**src/rtl/easyaxi_slv_rd_pkg.sv**
```systemverilog
// rtl/easyaxi_slv_rd_pkg.sv - shared encodings for the AXI read slave
package easyaxi_slv_rd_pkg;

    localparam logic [1:0] RRESP_OKAY    = 2'b00;
    localparam int         AXI_LEN_WIDTH = 8;

    typedef enum logic {
        ST_IDLE  = 1'b0,
        ST_BURST = 1'b1
    } rd_state_t;

endpackage

```
**src/rtl/easyaxi_fifo.sv**
```systemverilog
// rtl/easyaxi_fifo.sv - in-order FIFO with registered occupancy count
module easyaxi_fifo #(
    parameter int WIDTH = 8,
    parameter int DEPTH = 4
) (
    input  logic                       clk,
    input  logic                       rst,
    input  logic                       push,
    input  logic [WIDTH-1:0]           din,
    input  logic                       pop,
    output logic [WIDTH-1:0]           dout,
    output logic                       full,
    output logic                       empty,
    output logic [$clog2(DEPTH):0]     count
);

    localparam int PTR_W = $clog2(DEPTH);
    localparam int CNT_W = PTR_W + 1;

    logic [WIDTH-1:0] mem [DEPTH];
    logic [PTR_W-1:0] wr_ptr;
    logic [PTR_W-1:0] rd_ptr;
    logic             do_push;
    logic             do_pop;

    // Status comes from the registered count, so a same-cycle pop never frees a slot early.
    assign full    = (count == CNT_W'(DEPTH));
    assign empty   = (count == '0);
    assign do_push = push & ~full;
    assign do_pop  = pop & ~empty;
    assign dout    = mem[rd_ptr];

    always_ff @(posedge clk) begin
        if (do_push) begin
            mem[wr_ptr] <= din;
        end
    end

    always_ff @(posedge clk or posedge rst) begin
        if (rst) begin
            wr_ptr <= '0;
            rd_ptr <= '0;
            count  <= '0;
        end else begin
            if (do_push) begin
                wr_ptr <= wr_ptr + PTR_W'(1);
            end
            if (do_pop) begin
                rd_ptr <= rd_ptr + PTR_W'(1);
            end
            case ({do_push, do_pop})
                2'b10:   count <= count + CNT_W'(1);
                2'b01:   count <= count - CNT_W'(1);
                default: count <= count;
            endcase
        end
    end

endmodule

```
**src/rtl/easyaxi_slv_rd.sv**
```systemverilog
// rtl/easyaxi_slv_rd.sv - AXI read slave returning beat addresses as read data
module easyaxi_slv_rd
    import easyaxi_slv_rd_pkg::*;
#(
    parameter int AXI_ADDR_WIDTH = 32,
    parameter int AXI_DATA_WIDTH = 64,
    parameter int AXI_ID_WIDTH   = 4,
    parameter int OST_DEPTH      = 4
) (
    input  logic                      clk,
    input  logic                      rst,
    input  logic                      enable,
    input  logic                      axi_slv_arvalid,
    output logic                      axi_slv_arready,
    input  logic [AXI_ADDR_WIDTH-1:0] axi_slv_araddr,
    input  logic [AXI_ID_WIDTH-1:0]   axi_slv_arid,
    input  logic [7:0]                axi_slv_arlen,
    output logic                      axi_slv_rvalid,
    input  logic                      axi_slv_rready,
    output logic [AXI_DATA_WIDTH-1:0] axi_slv_rdata,
    output logic [AXI_ID_WIDTH-1:0]   axi_slv_rid,
    output logic [1:0]                axi_slv_rresp,
    output logic                      axi_slv_rlast
);

    localparam int ENTRY_W = AXI_ADDR_WIDTH + AXI_ID_WIDTH + AXI_LEN_WIDTH;
    localparam logic [AXI_ADDR_WIDTH-1:0] BEAT_BYTES = AXI_ADDR_WIDTH'(AXI_DATA_WIDTH / 8);

    rd_state_t                  state;
    logic                       ready_q;
    logic [AXI_ADDR_WIDTH-1:0]  cur_addr;
    logic [AXI_ADDR_WIDTH-1:0]  next_addr;
    logic [AXI_LEN_WIDTH-1:0]   len_q;
    logic [AXI_LEN_WIDTH-1:0]   beat_cnt;

    logic                       fifo_push;
    logic                       fifo_pop;
    logic [ENTRY_W-1:0]         fifo_din;
    logic [ENTRY_W-1:0]         fifo_dout;
    logic                       fifo_full;
    logic                       fifo_empty;
    logic [$clog2(OST_DEPTH):0] fifo_count;
    logic                       unused_count;

    logic [AXI_ADDR_WIDTH-1:0]  head_addr;
    logic [AXI_ID_WIDTH-1:0]    head_id;
    logic [AXI_LEN_WIDTH-1:0]   head_len;
    logic                       beat_fire;

    // ready_q keeps arready low until the first edge after reset release.
    assign axi_slv_arready = enable & ready_q & ~fifo_full;
    assign axi_slv_rresp   = RRESP_OKAY;

    assign fifo_push = axi_slv_arvalid & axi_slv_arready;
    assign fifo_din  = {axi_slv_araddr, axi_slv_arid, axi_slv_arlen};
    assign fifo_pop  = (state == ST_IDLE) & enable & ~fifo_empty;
    assign {head_addr, head_id, head_len} = fifo_dout;

    assign beat_fire    = axi_slv_rvalid & axi_slv_rready;
    assign next_addr    = cur_addr + BEAT_BYTES;
    assign unused_count = ^fifo_count;

    easyaxi_fifo #(
        .WIDTH (ENTRY_W),
        .DEPTH (OST_DEPTH)
    ) u_ar_fifo (
        .clk   (clk),
        .rst   (rst),
        .push  (fifo_push),
        .din   (fifo_din),
        .pop   (fifo_pop),
        .dout  (fifo_dout),
        .full  (fifo_full),
        .empty (fifo_empty),
        .count (fifo_count)
    );

    always_ff @(posedge clk or posedge rst) begin
        if (rst) begin
            state          <= ST_IDLE;
            ready_q        <= 1'b0;
            cur_addr       <= '0;
            len_q          <= '0;
            beat_cnt       <= '0;
            axi_slv_rvalid <= 1'b0;
            axi_slv_rdata  <= '0;
            axi_slv_rid    <= '0;
            axi_slv_rlast  <= 1'b0;
        end else begin
            ready_q <= 1'b1;
            case (state)
                ST_IDLE: begin
                    if (fifo_pop) begin
                        state          <= ST_BURST;
                        cur_addr       <= head_addr;
                        len_q          <= head_len;
                        beat_cnt       <= '0;
                        axi_slv_rvalid <= 1'b1;
                        axi_slv_rdata  <= AXI_DATA_WIDTH'(head_addr);
                        axi_slv_rid    <= head_id;
                        axi_slv_rlast  <= (head_len == '0);
                    end
                end
                ST_BURST: begin
                    // Beat outputs only move on a handshake, so they hold through stalls.
                    if (beat_fire) begin
                        if (axi_slv_rlast) begin
                            state          <= ST_IDLE;
                            axi_slv_rvalid <= 1'b0;
                            axi_slv_rlast  <= 1'b0;
                        end else begin
                            cur_addr      <= next_addr;
                            beat_cnt      <= beat_cnt + AXI_LEN_WIDTH'(1);
                            axi_slv_rdata <= AXI_DATA_WIDTH'(next_addr);
                            axi_slv_rlast <= ((beat_cnt + AXI_LEN_WIDTH'(1)) == len_q);
                        end
                    end
                end
                default: state <= ST_IDLE;
            endcase
        end
    end

endmodule
```
**config.mk**
```make
export PLATFORM = sky130hd
export DESIGN_NAME = easyaxi_slv_rd
export DESIGN_NICKNAME = d
export VERILOG_FILES = /design/src/rtl/easyaxi_slv_rd_pkg.sv /design/src/rtl/easyaxi_fifo.sv /design/src/rtl/easyaxi_slv_rd.sv
export SDC_FILE = /design/constraint.sdc
export NUM_CORES = 1
export LEC_CHECK = 0
export CORE_MARGIN = 1
export CORE_UTILIZATION = 51
export DETAILED_ROUTE_END_ITERATION = 10
export PLACE_DENSITY_LB_ADDON = 0.25
export SLEW_MARGIN = 20
export SYNTH_ARGS = -nofsm -noshare
export SYNTH_HDL_FRONTEND = slang
export SYNTH_SLANG_ARGS = --single-unit
```
**constraint.sdc**
```tcl
create_clock -name clk -period 2.5 [get_ports clk]
set_clock_uncertainty 0.2 [all_clocks]
set_input_delay 0.5 -clock clk [delete_from_list [all_inputs] [get_ports clk]]
set_output_delay 0.5 -clock clk [all_outputs]
set_load 0.02 [all_outputs]
```
After elaboration in Yosys (flattened, before gate mapping)
Memories as Yosys holds them, arrays and structs flattened.
Index checks and enable logic that the tools add are counted.
Operators by class
  add/sub/neg operators: 6
  equal/unequal tests: 8
  muxes and demuxes: 27
  bitwise logic cells: 11
  reductions and logical operators: 7
Operators by type and width (count)
  64-bit 2-to-1 mux: 3
  64-bit one-hot mux with 2 select lines: 1
  32-bit 2-to-1 mux: 3
  32-bit one-hot mux with 2 select lines: 1
  32-bit by 4-bit adder with 32-bit output (second input constant): 1
  8-bit 2-to-1 mux: 3
  8-bit one-hot mux with 2 select lines: 1
  1-bit 2-to-1 mux: 11
  8-bit by 1-bit adder with 8-bit output (second input constant): 1
  1-bit AND: 8
  8-bit equality test: 1
  8-bit logical NOT: 1
  1-bit one-hot mux with 2 select lines: 3
  3-bit one-hot mux with 2 select lines: 1
  3-bit AND reduction: 2
  2-bit by 1-bit adder with 2-bit output (second input constant): 2
  2-bit by 1-bit != test with 1-bit output (second input constant): 2
  2-bit != test (second input constant): 2
  2-bit AND reduction: 2
  3-bit by 1-bit adder with 3-bit output (second input constant): 1
  3-bit equality test (second input constant): 1
  3-bit logical NOT: 1
  1-bit NOT: 3
  3-bit by 1-bit subtractor with 3-bit output (second input constant): 1
  3 further kinds: 3
Word-level totals
  output and inout bits: 73
  input port bits: 49
  word-level logic and storage cells: 72
  bits in writable memories: 176
  flip-flop bits (word level): 127
  memories: 1
Memories
  u_ar_fifo.mem: depth 4, bits a word 44, rd ports 1, clocked after memory_dff 0, wr ports 1, line easyaxi_fifo.sv:20  | logic [WIDTH-1:0] mem [DEPTH];

Depth between registers and ports, before layout
  depth in word-level cells: 7
  gate-level depth with buffers: 11
  gate-level depth less buffers: 10

By module
From an unflattened synthesis, not the netlist that was laid out.
Unflattened totals
  cell total of the unflattened synthesis: 718
  area, all modules: 10687.8 sq um
By module, submodules not included
  easyaxi_fifo: times used 1, cells each 268, seq. area each 5460.2 sq um, area each 6840.3 sq um
  easyaxi_slv_rd: times used 1, cells each 450, seq. area each 1476.4 sq um, area each 3847.4 sq um

Worst setup path before layout
No wires, ideal clock.
  kind: input to register
  start point: input port enable
  end point: memory u_ar_fifo.mem[0][0] (netlist name), enable pin
  setup time: 0.406 ns
  arrival time: 2.259 ns
  stages on the path: 3
  path buffers: 0
  setup slack: -0.365 ns
  required time: 1.894 ns
  cell sequence: nand2_1 -> a31oi_1 -> and3_1
On the way
  cells in the longest elaborated chain, start to end: 6
Ends and longest elaborated chain
  start: declaration: line easyaxi_slv_rd.sv:12  | input logic enable,
  1-bit AND (2 in a row): line easyaxi_slv_rd.sv:51  | assign axi_slv_arready = enable & ready_q & ~fifo_full;
  via axi_slv_arready: line easyaxi_slv_rd.sv:14  | output logic axi_slv_arready,
  1-bit AND: line easyaxi_slv_rd.sv:54  | assign fifo_push = axi_slv_arvalid & axi_slv_arready;
  1-bit AND: line easyaxi_fifo.sv:29  | assign do_push = push & ~full;
  1-bit 2-to-1 mux: line easyaxi_fifo.sv:34  | if (do_push) begin
  1-bit 2-to-1 mux (not written as such): line easyaxi_fifo.sv:35  | mem[wr_ptr] <= din;
  end: declaration: line easyaxi_fifo.sv:20
The timed path passes the listed nets, and every way through them passes these cells.

==> flow_summary.yaml <==
run_status:
  status: "finished clean"
min_path:
  hold_path.class: "in2async"
clock_tree:
  post_cts_buffers: 0
  clock-root-buffer: "clkbuf_16"
  htree_levels: 1
  clk_latency_ps: 510
  clkSlewWorstSetupHoldPaths_ps: 60
  cts_tree: "yes"
  cts_sinks: 242
  clk_path_buf_depth: 3
  cts_made_buffers: 25
timing:
  fmax_mhz: 412.3
  relSlewSlack_pct: 63.30
  slew_viol_final: 0
  rsz0062_at_grt: "no"
  hold_viol: 0
  post-route-period-util_pct: 97.02
  holdWs_ps: 202.9
  tightest_slew_ps: 546.3
  finalSetupViolations: 0
  finalCriticalPeriod_ps: 2426
floorplan:
  start_util_pct: 51.95
  dieArea_sq_mm: 0.02112
  fp.dieH_um: 145.3
  io_pins: 122
  fp-row-count: 52
  fp.dieW_um: 145.3
  core-area_sq_mm: 0.02017
logic_synthesis:
  synth_area_leaders: "edfxtp_1, dfrtp_1, mux4_2"
  async_flop_share_pct: 27.27
  synthTopCellsByCount: "edfxtp_1, buf_4, dfrtp_1, nand2_1, mux4_2"
  synth_edf_count: 176
  ys_seq_elements: 242
  ys.flop_type: "edfxtp_1"
  synth.distinct_cells: 51
  synth_cells: 701
  synth_top_area_share_pct: 50.44
  synth.avg_cell_area_sq_um: 14.95
  yosys.area.top_type: "edfxtp_1"
  ys_warn_count: 0
  synth.most_common_cell: "edfxtp_1"
  synth_area_sq_mm: 0.01048
  ys_seq_area_share_pct: 66.20
global_routing:
  met1_usage_pct: 28.26
  grt_pass1_wl_mm: 34.26
  busiest_layer: "met2"
  grtUsageMet2_pct: 34.74
  grtUsageTotal_pct: 20.75
  grt_pass1_vias: 6248
  antenna_found_initial: 1
  grt_max_degree: 67
  met3_usage_pct: 3.668
  grt-ovfl-total: 0
setup_path:
  crit_slowest_cell: "clkdlybuf4s50_1"
  cpPeakStageDelay_ps: 650
  worstPathArrival_ps: 1730
  endpoint_kind: "output pin"
  crit_chain: "buf_4, clkdlybuf4s50_1"
  worstPathRequired_ps: 1800
  start_kind: "flop"
  crit_fanout: 7
  crit_type: "reg2out"
finish:
  post-route-util_pct: 61.63
  final_cells: 1074
  drive_gt1_share_pct: 16.56
  area_growth_syn_to_layout_pct: 18.64
  final_nets: 842
placed_design:
  dp.cells: 1028
  routabilityCongestion: 0.8571
  portBuffers: 87
  hpwl_mm: 13.87
pwr:
  power.total_mw: 13.01
  vdd_ir_drop_max_uv: 695.7
  p_switching_mw: 4.031
  seqPwrFrac_pct: 41.7
  pwr-share-clk_pct: 28.9
  power.density_mw_per_mm2: 1047
  p_leak_nw: 4.519
  pwr-share-comb_pct: 29.4
  swShare_pct: 30.99
  p_int_mw: 8.979
routing:
  first_iter_violations: 377
  routedWlPerCell_um: 20.03
  first_pass_iters: 7
  drc: 0
  post_drt_via_cell_ratio: 5.700
  routed_wirelength_mm: 21.51
  dr_total_vias: 6122
  drtAntennaViolNets: 0
job:
  cap_viol_max_count: 0
[logic make-up (layout without fill, tap and decap cells)]
family | Yosys count | count (layout) | synth area share (%)
AO/OA/AOI/OAI | 107 | 107 | 6.353
XOR/XNOR | 16 | 16 | 1.337
adder cells (fa/ha/maj) | 8 | 8 | 1.027
buffers and inverters | 108 | 177 | 6.353
flip-flops | 242 | 242 | 66.20
multiplexers | 57 | 57 | 10.71
other | 2 | 36 | 0.07168
AND/OR/NAND/NOR | 161 | 161 | 7.941
[cell usage in the layout (no fill, tap or decap), types with 5 or more instances in the layout]
cell,count
clkinv_2,6
o22a_1,5
a21o_1,5
nand4_1,10
mux4_2,44
buf_12,12
ha_1,7
conb_1,35
nand3_1,25
edfxtp_1,176
nor2_1,15
clkdlybuf4s50_1,86
buf_4,19
o21ai_0,22
and3_1,14
xor2_1,5
nand2_1,66
mux2i_1,12
inv_1,13
a21oi_1,31
xnor2_1,11
clkbuf_16,25
o22ai_1,24
dfrtp_1,64
[metal layers]
layer | share of wire, % | vias up
li1 | - | 2760
met2 | 49 | 243
met5 | 0 | -
met4 | 2.1 | 0
met1 | 42 | 3082
met3 | 6.8 | 37
[critical path, delay by kind of cell (launching register included)]
| kind | cells | cell delay [ps] |
|---|---|---|
| buf+inv | 2 | 810 |
| flops | 1 | 400 |
[final timing paths]
kind / startpoint / endpoint / slack (ps) / cells after the start
setup reg to reg: u_ar_fifo.count[0]$_DFFE_PP0P_ / u_ar_fifo.count[2]$_DFFE_PP0P_ / 170 / 9
min in group clk: axi_slv_rid[0]$_DFFE_PP0P_ / axi_slv_rid[0]$_DFFE_PP0P_ / 290 / 2
hold / removal: rst / ready_q$_DFF_PP0_ / 200 / 3
setup / recovery: cur_addr[5]$_DFFE_PP0P_ / axi_slv_rdata[5] / 70 / 2
max in group asynchronous: rst / u_ar_fifo.rd_ptr[1]$_DFFE_PP0P_ / 1590 / 3
hold reg to reg: axi_slv_rid[0]$_DFFE_PP0P_ / axi_slv_rid[0]$_DFFE_PP0P_ / 290 / 2
[flip-flops by register name, indices dropped and copies added (netlist names)]
register          flops
axi_slv_rid           4
axi_slv_rdata         3
u_ar_fifo.wr_ptr      2
axi_slv_rvalid        1
u_ar_fifo.mem       176
len_q                 8
state                 1
beat_cnt              8
cur_addr             32
ready_q               1
axi_slv_rlast         1
u_ar_fifo.count       3
u_ar_fifo.rd_ptr      2
[layout make-up]
cell class,count,area [sq um]
well taps,270,337.8
inverters,14,52.55
clock inverters,16,192.7
clock buffers,29,640.6
flip-flops and latches,242,6939
multi-input cells,384,3013
repair buffers,118,1252
diodes,1,2.502
fillers,1530,7739
[power groups by stage]
stage	clock [mW]	sequential (mW)	combinational (mW)
final	3.76	5.43	3.82
after detailed placement	0	5.51	3.84
after global placement	0	5.48	3.75
after floorplan	0	5.33	2.77
after CTS	3.83	5.43	3.86
after global routing	3.98	5.52	4.11
[stage by stage]
stage / area [sq um] / setup slack [ps] / setup TNS [ps]
2_1_floorplan: 10610 / 71.11 / 0
3_3_place_gp: 11590 / -169.5 / -348.3
3_5_place_dp: 11590 / -210.2 / -817.4
4_1_cts: 12420 / 57.81 / 0
5_1_grt: 12430 / 34.22 / 0
6_report: 12430 / 74.41 / 0
[repair_timing]
item	CTS	global route
endpoints found under the setup margin	1	1
hold buffers	0	0
resized for setup	1	1
Power figures use the tool's default switching activity.
==> variant, RTL diff (same settings) <==
`AXI_ID_WIDTH`: 4 -> 6.
--- a/src/rtl/easyaxi_slv_rd.sv
+++ b/src/rtl/easyaxi_slv_rd.sv
@@ -6,3 +6,3 @@
     parameter int AXI_DATA_WIDTH = 64,
-    parameter int AXI_ID_WIDTH   = 4,
+    parameter int AXI_ID_WIDTH   = 6,
     parameter int OST_DEPTH      = 4
Interface: changed (resized axi_slv_arid and axi_slv_rid); port bits go from 122 to 126. No check against the original RTL was run, so the function may have changed too.
==> variant against the unedited design <==
Worst setup slack improved by 0.021 ns; area after synthesis increased by 4.1%; sequential cell count increased by 10; power increased by 5.9%; routed wire length increased by 5.3%; die area increased by 4.1%; design area increased by 3.9%; global-route usage increased by 0.60 points; count of clock-buffer cells in the layout increased by 7; via count increased by 7.5%; critical path depth decreased by 1; maximum frequency increased by 0.88%.
==> variant: results (changes against the unedited design) <==
| Metric | Value |
|---|---|
| Placed Area | 12200 um^2 (was 11600 um^2) |
| Synth area leaders | edfxtp_1, dfrtp_1, mux4_2, buf_4, nand2_1 (unchanged) |
| Layout cells sized above 1 | 16.5% (was 16.6%) |
| Placed insts | 1089 (was 1028) |
| Dpl ws | -0.198 ns (was -0.210 ns) |
| FF-to-FF path depth | 7 (was 9) |
| Status | finished clean (unchanged) |
| Routed len/inst | 20.0 um (about the same) |
| Seq/Total Area, Yosys | 66.2% (about the same) |
| Fillers | 1563 (was 1530) |
| Vias in the first global route | 6639 (was 6248) |
| Largest stage delay on the critical path | 0.68 ns (was 0.65 ns) |
| Congestion Overflow GR | 0 (unchanged) |
| GRT Util Overall | 21.3% (was 20.7%) |
| Flop+latch power | 5.88 mW (was 5.43 mW) |
| Final net count | 900 (was 842) |
| Max transition margin | 64.9% (was 63.3%) |
| Switching pwr | 4.48 mW (was 4.03 mW) |
| Iter 0 DRT Violations | 519 (was 377) |
| Detail Placement HPWL | 15100 um (was 13900 um) |
| Clock share of power | 24.8% (was 28.9%) |
| Post-synth top cells | edfxtp_1, nand2_1, buf_4, dfrtp_1, mux4_2 (was edfxtp_1, buf_4, dfrtp_1, nand2_1, mux4_2) |
| CP arrival | 1.70 ns (was 1.73 ns) |
| Top Registers | u_ar_fifo.mem x184, cur_addr x32 (was u_ar_fifo.mem x176, cur_addr x32) |
| Initial antenna violation count | 0 (was 1) |
| Via density | 5.81 (was 5.70) |
| ANT cells | 0 (was 1) |
| Leakage power | 4.63 nW (was 4.52 nW) |
| Port bufs | 91 (was 87) |
| Share of flip-flops with an asynchronous set or reset | 27.0% (was 27.3%) |
| Final wirelength | 22700 um (was 21500 um) |
| Peak VDD IR | 621 uV (was 696 uV) |
| Distinct cells, synth | 57 (was 51) |
| Hold slack | 0.0800 ns (was 0.203 ns) |
| First-pass GRT wire length | 36100 um (was 34300 um) |
| Routability Congestion | 0.917 (was 0.857) |
| EDFF count, synth | 184 (was 176) |
| Drt pass-1 iters | 8 (was 7) |
| Max frequency | 416 MHz (was 412 MHz) |
| Sequential share of power | 42.7% (was 41.7%) |
## variant: layout make-up
class                      instances  area, um^2  share of cell area (%)
sequential                       252        7230                    56.0
multi-input combinational        408        3140                    24.3
timing repair buffer             139        1410                    10.9
clock buffer                      36         667                    5.17
tap                              275         344                    2.67
clock inverter                     9        65.1                   0.504
inverter                          15        56.3                   0.436
## variant: per-layer routing
layer	vias to the layer above	GRT usage (%)	wire length, um
li1	2958	-	-
met1	3307	30.4	9690
met2	275	34.7	10900
met3	44	3.19	1580
met4	0	5.67	516
met5	-	0	0
## variant: timing repair
action,4_1_cts,5_1_grt
endpoints found under the hold margin,0,0
endpoints found under the setup margin,1,1
gates resized for setup,1,1
## variant: kinds of logic after synthesis
family	synth area share [%]
mux	10.1
other cells	0.0688
fa+ha+maj	0.986
simple gates	7.94
buf+inv	6.26
compound gates	7.09
xor+xnor	1.28
flops	66.2
